## src/rtl/moore_seq_detect_param.sv

```systemverilog
// ---------------------------------------------------------------------------
// moore_seq_detect_param
//
// Purpose:
//   Serial pattern detector built as a Moore machine. The state is the length
//   k (0..PATTERN_W) of the longest prefix of PATTERN that matches the most
//   recent input bits. The next-state table is the KMP automaton of PATTERN.
//   It is computed entirely at elaboration from the parameters, so there is
//   no runtime pattern load. The detect flag is decoded from the state alone.
//
// Parameters:
//   PATTERN_W  pattern length in bits (2..16)
//   PATTERN    target sequence, MSB is received first
//   OVERLAP    1 = overlapping detection, 0 = non-overlapping detection
//   CNT_W      match counter width (1..32)
//
// Ports:
//   clk        single clock, all state updates on its rising edge
//   rst        asynchronous, active-high reset
//   en         'in' carries a valid serial bit this cycle
//   in         serial data bit
//   out        Moore detect flag, high while k == PATTERN_W
//   progress   number of pattern bits currently matched (k)
//   match_cnt  saturating count of detections since reset
//
// Configuration macro:
//   MOORE_SEQ_MATCH_CNT_EN  when defined, the saturating match counter is
//                           built. When undefined, match_cnt is tied to zero
//                           and the port list does not change.
// ---------------------------------------------------------------------------
module moore_seq_detect_param #(
  parameter int                   PATTERN_W = 4,
  parameter logic [PATTERN_W-1:0] PATTERN   = 4'b1101,
  parameter int                   OVERLAP   = 1,
  parameter int                   CNT_W     = 8
) (
  input  logic                           clk,
  input  logic                           rst,
  input  logic                           en,
  input  logic                           in,
  output logic                           out,
  output logic [$clog2(PATTERN_W+1)-1:0] progress,
  output logic [CNT_W-1:0]               match_cnt
);

  localparam int KW = $clog2(PATTERN_W + 1);

  // State encodings: the state value is the matched prefix length itself.
  localparam logic [KW-1:0] ST_IDLE = '0;
  localparam logic [KW-1:0] ST_FULL = KW'(PATTERN_W);

  // Bit i of the sequence in arrival order (i = 0 is the first bit received).
  function automatic int pat_bit(input int i);
    return int'(PATTERN[PATTERN_W-1-i]);
  endfunction

  // Next matched length from a partial match of length k (< PATTERN_W) when
  // bit b arrives. This is the longest pattern prefix that is a suffix of
  // (prefix_k, b). A matching bit therefore gives k+1, and a mismatching bit
  // falls back to the KMP failure value.
  function automatic int step(input int k, input int b);
    int  best;
    int  idx;
    int  sb;
    logic ok;
    best = 0;
    for (int j = 1; j <= PATTERN_W; j++) begin
      if (j <= k + 1) begin
        ok = 1'b1;
        for (int t = 0; t < j; t++) begin
          idx = k + 1 - j + t;
          sb  = (idx < k) ? pat_bit(idx) : b;
          if (sb != pat_bit(t)) ok = 1'b0;
        end
        if (ok) best = j;
      end
    end
    return best;
  endfunction

  // Failure value of the complete pattern: the longest proper prefix that is
  // also a suffix. An overlapping search resumes from this length.
  function automatic int full_fail();
    int   best;
    logic ok;
    best = 0;
    for (int j = 1; j < PATTERN_W; j++) begin
      ok = 1'b1;
      for (int t = 0; t < j; t++) begin
        if (pat_bit(PATTERN_W - j + t) != pat_bit(t)) ok = 1'b0;
      end
      if (ok) best = j;
    end
    return best;
  endfunction

  logic [KW-1:0] tbl0 [0:PATTERN_W];
  logic [KW-1:0] tbl1 [0:PATTERN_W];
  logic [KW-1:0] k;
  logic [KW-1:0] k_next;

  // Constant transition table, one row per state. The full-match row takes
  // the incoming bit as if it came from the restart state. The restart state
  // is the failure value when overlapping, and 0 otherwise.
  for (genvar s = 0; s <= PATTERN_W; s++) begin : g_tbl
    localparam int FROM = (s == PATTERN_W) ?
                          ((OVERLAP != 0) ? full_fail() : 0) : s;
    localparam int NXT0 = step(FROM, 0);
    localparam int NXT1 = step(FROM, 1);
    assign tbl0[s] = KW'(NXT0);
    assign tbl1[s] = KW'(NXT1);
  end

  // Next-state selection. The state holds while en is low. An unreachable
  // encoding above ST_FULL falls back to idle so the machine cannot lock up.
  always_comb begin
    k_next = k;
    if (k > ST_FULL) begin
      k_next = ST_IDLE;
    end else if (en) begin
      k_next = in ? tbl1[k] : tbl0[k];
    end
  end

  // State register. Reset discards any partial match immediately.
  always_ff @(posedge clk or posedge rst) begin
    if (rst) begin
      k <= ST_IDLE;
    end else begin
      k <= k_next;
    end
  end

  // Moore outputs are decoded purely from the registered state.
  assign out      = (k == ST_FULL);
  assign progress = k;

`ifdef MOORE_SEQ_MATCH_CNT_EN
  logic             hit;
  logic [CNT_W-1:0] cnt;

  // A detection is an edge that lands in the full state. Sitting in the full
  // state with en low is a hold and does not count again.
  assign hit = (k_next == ST_FULL) && ((k != ST_FULL) || en);

  // Saturating counter: it stops at all-ones and never wraps.
  always_ff @(posedge clk or posedge rst) begin
    if (rst) begin
      cnt <= '0;
    end else if (hit && (cnt != {CNT_W{1'b1}})) begin
      cnt <= cnt + CNT_W'(1);
    end
  end

  assign match_cnt = cnt;
`else
  assign match_cnt = '0;
`endif

endmodule

```

## config.mk

```make
export PLATFORM = sky130hd
export DESIGN_NAME = moore_seq_detect_param
export DESIGN_NICKNAME = d
export VERILOG_FILES = /design/src/rtl/moore_seq_detect_param.sv
export SDC_FILE = /design/constraint.sdc
export NUM_CORES = 1
export LEC_CHECK = 0
export CORE_AREA = 2 2 39 41
export DETAILED_ROUTE_END_ITERATION = 16
export DIE_AREA = 0 0 41 43
export DONT_BUFFER_PORTS = 1
export GPL_TIMING_DRIVEN = 0
export PLACE_DENSITY = 0.45
export SETUP_SLACK_MARGIN = 0.15
export SKIP_LAST_GASP = 1
export SYNTH_ARGS = -nofsm -noshare
export SYNTH_HDL_FRONTEND = slang
export SYNTH_SLANG_ARGS = --single-unit
```

## constraint.sdc

```tcl
create_clock -name clk -period 1.5 [get_ports clk]
set_input_delay 0 -clock clk [delete_from_list [all_inputs] [get_ports clk]]
set_output_delay 0 -clock clk [all_outputs]
set_load 0.1 [all_outputs]
```

==> summary.md, run 1 <==
| Metric | Value |
|---|---|
| Grt ovf | `0` |
| GP Congestion | `0.6298` |
| Final worst slack | `-120.7 ps` |
| Synth top area cells | `dfrtp_1 (27%), buf_4 (25%), ha_1 (14%)` |
| Endpoints failing setup | `1` |
| Async SR Flop Fraction | `1.000` |
| Maximum VDD drop | `0.0006085 V` |
| Worst Clk Skew | `0.04524 ps` |
| Reg clk slew, reported paths | `40 ps` |
| Vias in the first global route | `237` |
| DRT Pass-1 Iters | `2` |
| Count leader, synth | `buf_4` |
| Failing checks | `setup timing` |
| Clk Latency, worst-skew pair | `230 ps` |
| DR WL/cell | `9.063 um` |
| Leakage | `0.0002092 uW` |
| Share of layout cells above drive strength 1 | `0.4792` |
| Total power | `899.7 uW` |
| Fin. max-slew vios | `0` |
| Root Driver | `clkbuf_4` |
| P&R area growth vs syn | `51.36%` |
| CTS tree | `yes` |
| Max reg flops | `3` |
| Clk sink count | `3` |
| Routed vias/inst | `3.859` |
| Critical Path Start Type | `flip-flop` |
| Worst hold slack | `12.48 ps` |
| Overall die area | `1763 um2` |
| Tightest Pin Transition | `587.8 ps` |
| Outcome | `finished, violations left` |
| Avg Inst Size Synth | `8.096 um2` |
| Top_reg_cell synth | `dfrtp_1` |
| Synth top cells by count | `buf_4 (9), inv_1 (6), o22ai_1 (4)` |
| Largest net degree at the start of global routing | `9` |
| DR iter-0 viols | `3` |
| RSZ-0062 raised after global routing | `true` |
| First-pass GRT wire length | `890 um` |
| Place WS | `117.9 ps` |
| Starting Density | `0.1989` |
| Top-area cell type share of the netlist area | `0.2727` |
| PortBufs | `0` |
| Via Count | `247` |
| Final antenna diode count | `0` |
| Final period utilization | `1.080` |
| Chip width | `41 um` |
| # rows | `14` |
| GRT Total Usage | `0.07592` |
| Number of routed nets with antenna violations | `0` |
| Worst EP required | `1500 ps` |
| H-tree depth | `1` |
| Synth Warn # | `0` |
| Post-Syn Area | `275.3 um2` |
| Initial antenna violation count | `0` |
| PwrDens | `2159 nW/um2` |
| Final net count | `56` |
| Post-synthesis cell type count | `12` |
| Yosys reg bits | `3` |
| Crit. End Element | `primary output` |
| Cell taking the most area after synthesis | `dfrtp_1` |
| Worst EP arrival | `1620 ps` |
| Remaining DRCs | `0` |
| Total Routed Length | `580 um` |
| I/O pin cnt | `16` |
| Crit path kind | `flip-flop to primary output` |
| Post-synth EDFFs | `0` |
| Final hold viol count | `0` |
| Mapped Cells | `34` |
| Layout Utilization | `0.3011` |
| Final Critical Period | `1621 ps` |
| Die height | `43 um` |
| Max cap viols | `0` |
| Slew headroom | `0.6081` |
| Max Freq | `617.0 MHz` |
| Register area share after synthesis | `0.2727` |
| Hold Crit Class | `input port to flip-flop` |
| Maximum clock path buffer count | `2` |
| CP max FO | `5` |
| Setup TNS | `-120.7 ps` |
| CTS buffer count | `3` |
| Core area | `1384 um2` |
final cells by class:
| cell class | instances | area (um2) |
|---|---|---|
| Multi-Input combinational cell | 23 | 158.9 |
| Fill cell | 150 | 967.2 |
| Sequential cell | 3 | 83.83 |
| Buffer | 9 | 67.56 |
| Timing Repair Buffer | 3 | 31.28 |
| Clock buffer | 4 | 26.28 |
| Tap cell | 16 | 20.02 |
| Inverter | 6 | 28.78 |
final timing paths:
check / cells past startpoint / startpoint / slack, ps / end
max: 4 / progress[1] / -120 / out
min reg2reg: 2 / progress[1] / 900 / progress[1]
max reg2reg: 6 / progress[0] / 30 / progress[0]
max in group asynchronous: 2 / rst / 1280 / progress[0]
min: 2 / en / 10 / progress[2]
min in group asynchronous: 2 / rst / 80 / progress[1]
power breakdown:
group,switching (uW),total [uW],internal [uW]
Combinational,214,356,142
Sequential,275,402,127
Clock,41.5,141,99.7
Total,531,900,369
per-layer routing:
layer	vias up	routed length [um]	global-route usage
met5	-	0	0
met4	0	0	0.1000
met3	0	54	0.01571
met2	13	283	0.1125
met1	113	243	0.06962
li1	121	-	-
kinds of logic after synthesis:
group,after synthesis,share of synthesized area
and+or+nand+nor,5,0.08639
AOI/OAI and AO/OA,7,0.1636
other,1,0.01362
adders and majority gates,3,0.1364
DFF,3,0.2727
buffers and inverters,15,0.3272
worst max-delay path, cell delays in order, from the launching register on:
cell	delay, ps
dfrtp_4	640
inv_2	80
ha_4	180
nand2_4	70
clkinvlp_4	410
cells in the final DEF, fill, tap and decap left out, types with 2 or more instances in the layout:
cell	synthesis	routed
dfrtp_4	0	2
buf_4	9	9
o22ai_1	4	4
inv_1	6	3
clkbuf_4	0	3
dlygate4sd3_1	0	2
conb_1	1	8
nand3_1	2	2
through the flow:
step,cells,area (um2)
3_5_place_dp,57,359.1
6_report,64,416.7
4_1_cts,64,416.7
2_1_floorplan,41,339.1
3_3_place_gp,57,359.1
5_1_grt,64,416.7
repair_timing:
item                                    in CTS  in global routing
endpoints found under the setup margin       2                  3
hold buffers                                 2                  0
gates resized for setup                      1                  0
hold endpoints to repair                     5                  0
buffers inserted                             1                  0
(Power assumes the default switching activity.)
==> run 2, diff against run 1 <==
HOLD_SLACK_MARGIN = 0.12   (was unset)
==> run 2 against run 1 <==
The run still ends with setup timing left. Hold slack better by 540 ps. Clock power hardly changed. Die area did not move. Count of clock-buffer cells in the layout unchanged. Maximum frequency about the same. Critical path depth unchanged. Critical path type unchanged. Largest cell class unchanged.
==> summary.md, run 2 (synthesis gave the netlist of run 1 again) <==
| Metric | Value |
|---|---|
| # rows | `14 (unchanged)` |
| Maximum VDD drop | `0.0006113 V (+0.45%)` |
| Max reg flops | `3 (unchanged)` |
| H-tree depth | `1 (unchanged)` |
| Max cap viols | `0 (unchanged)` |
| Vias in the first global route | `220 (-7.2%)` |
| Worst EP required | `1500 ps (about the same)` |
| Share of layout cells above drive strength 1 | `0.4600 (-0.01917)` |
| I/O pin cnt | `16 (unchanged)` |
| Root Driver | `clkbuf_4` |
| Core area | `1384 um2 (unchanged)` |
| Worst Clk Skew | `0.04496 ps (-0.0002776 ps)` |
| Hold Crit Class | `input port to flip-flop` |
| Tightest Pin Transition | `585.6 ps (-2.237 ps)` |
| # fillers | `146 (-2.7%)` |
| Final Critical Period | `1620 ps (-0.7490 ps)` |
| Die height | `43 um (unchanged)` |
| Routed vias/inst | `3.848 (-0.28%)` |
| Seq. cell area | `83.83 um2 (unchanged)` |
| Overall die area | `1763 um2 (unchanged)` |
| DR iter-0 viols | `3 (unchanged)` |
| Final net count | `58 (+3.6%)` |
| CTS buffer count | `3 (unchanged)` |
| Clk Latency, worst-skew pair | `230 ps (about the same)` |
| Place WS | `117.9 ps (unchanged)` |
| P&R area growth vs syn | `58.64%` |
| Number of routed nets with antenna violations | `0 (unchanged)` |
| Failing checks | `setup timing` |
| Outcome | `finished, violations left` |
| Final hold viol count | `0 (unchanged)` |
| Via Count | `254 (+2.8%)` |
| GP Congestion | `0.6298 (unchanged)` |
| RSZ-0062 raised after global routing | `true` |
| Worst hold slack | `552.5 ps (+540.1 ps)` |
| Crit path kind | `flip-flop to primary output` |
| Maximum clock path buffer count | `2 (unchanged)` |
| Cells along the critical path | `inv_2, ha_4, nand2_4, clkinvlp_4` |
| PwrDens | `2070 nW/um2 (-4.1%)` |
| CTS tree | `yes` |
| Setup TNS | `-120.0 ps (+0.7490 ps)` |
| Commonest non-fill, non-tap cell in the layout | `buf_4` |
| Final worst slack | `-120.0 ps (+0.7490 ps)` |
| Largest net degree at the start of global routing | `9 (unchanged)` |
| Total Routed Length | `564 um (-2.8%)` |
| Fin. max-slew vios | `0 (unchanged)` |
| Endpoints failing setup | `1 (unchanged)` |
| Leading cell types in the layout, fill and taps excluded | `buf_4 (9), conb_1 (8), o22ai_1 (4), dlygate4sd3_1 (4)` |
| PortBufs | `0 (unchanged)` |
| CP max stage cell | `dfrtp_4` |
| Crit. End Element | `primary output` |
| Grt ovf | `0 (unchanged)` |
| Chip width | `41 um (unchanged)` |
| Layout Utilization | `0.3156 (+0.01447)` |
| Initial antenna violation count | `0 (unchanged)` |
| Leakage | `0.0002175 uW (+4.0%)` |
| Critical Path Max Stage Delay | `630 ps (about the same)` |
| Max Freq | `617.3 MHz (about the same)` |
| Final period utilization | `1.080 (about the same)` |
| GRT Total Usage | `0.07193 (-0.003996)` |
| CP max FO | `5 (unchanged)` |
| Slew headroom | `0.6096 (+0.001492)` |
| Worst EP arrival | `1620 ps (about the same)` |
| Critical Path Start Type | `flip-flop` |
| DR WL/cell | `8.545 um (-5.7%)` |
| Starting Density | `0.1989 (unchanged)` |
| Reg clk slew, reported paths | `40 ps (about the same)` |
| DRT Pass-1 Iters | `2 (unchanged)` |
| Area of the multi-input gates | `158.9 um2 (unchanged)` |
| Remaining DRCs | `0 (unchanged)` |
| Final antenna diode count | `0 (unchanged)` |
| Clk sink count | `3 (unchanged)` |
| First-pass GRT wire length | `828 um (-7.0%)` |
==> run 2: worst paths after layout <==
kind	from	endpoint	slack, ps	cells past startpoint
max	progress[1]	out	-120	4
min	en	progress[2]	550	3
min in group asynchronous	rst	progress[1]	610	3
max reg2reg	progress[0]	progress[0]	30	6
min reg2reg	progress[1]	progress[1]	900	2
max in group asynchronous	rst	progress[0]	720	3
==> run 2: power breakdown <==
part | internal [uW] | switching, uW | total [uW]
Combinational | 146 | 215 | 361
Sequential | 127 | 275 | 402
Clock | 99.7 | 41.4 | 141
==> run 2: final cells by class <==
class / instances / area share
sequential: 3 / 0.1920
tap: 16 / 0.04585
timing repair buffer: 5 / 0.1175
inverter: 6 / 0.06590
clock buffer: 4 / 0.06017
buffer: 9 / 0.1547
multi-input combinational: 23 / 0.3639
==> run 2: what timing repair did <==
item                                    CTS  global route
setup buffers                             1             0
hold buffers                              4             0
pin swaps                                 0             0
gates resized for setup                   1             0
endpoints found under the setup margin    2             3
cloned                                    0             0
hold endpoints to repair                  6             0
==> run 2: through the flow <==
| stage | std cells | area, um2 | power (uW) |
|---|---|---|---|
| finish | 66 | 436.7 | 903.9 |
| CTS | 66 | 436.7 | 913.4 |
| floorplan | 41 | 339.1 | 681.8 |
| global placement | 57 | 359.1 | 725.1 |
| global route | 66 | 436.7 | 953.9 |
| detailed placement | 57 | 359.1 | 729.4 |
==> run 2: critical path, delay by kind of cell (launching register included) <==
kind                     cells  cell delay [ps]
buffers and inverters        2              490
adder cells (fa/ha/maj)      1              180
AND/OR/NAND/NOR              1               70
flip-flops                   1              630
==> run 2: metal layers <==
layer	part of all wire	routed length (um)	global-route usage
met5	0	0	0
met1	0.42	235	0.06646
met3	0.082	46	0.01047
met2	0.50	282	0.1063
met4	0	0	0.1000
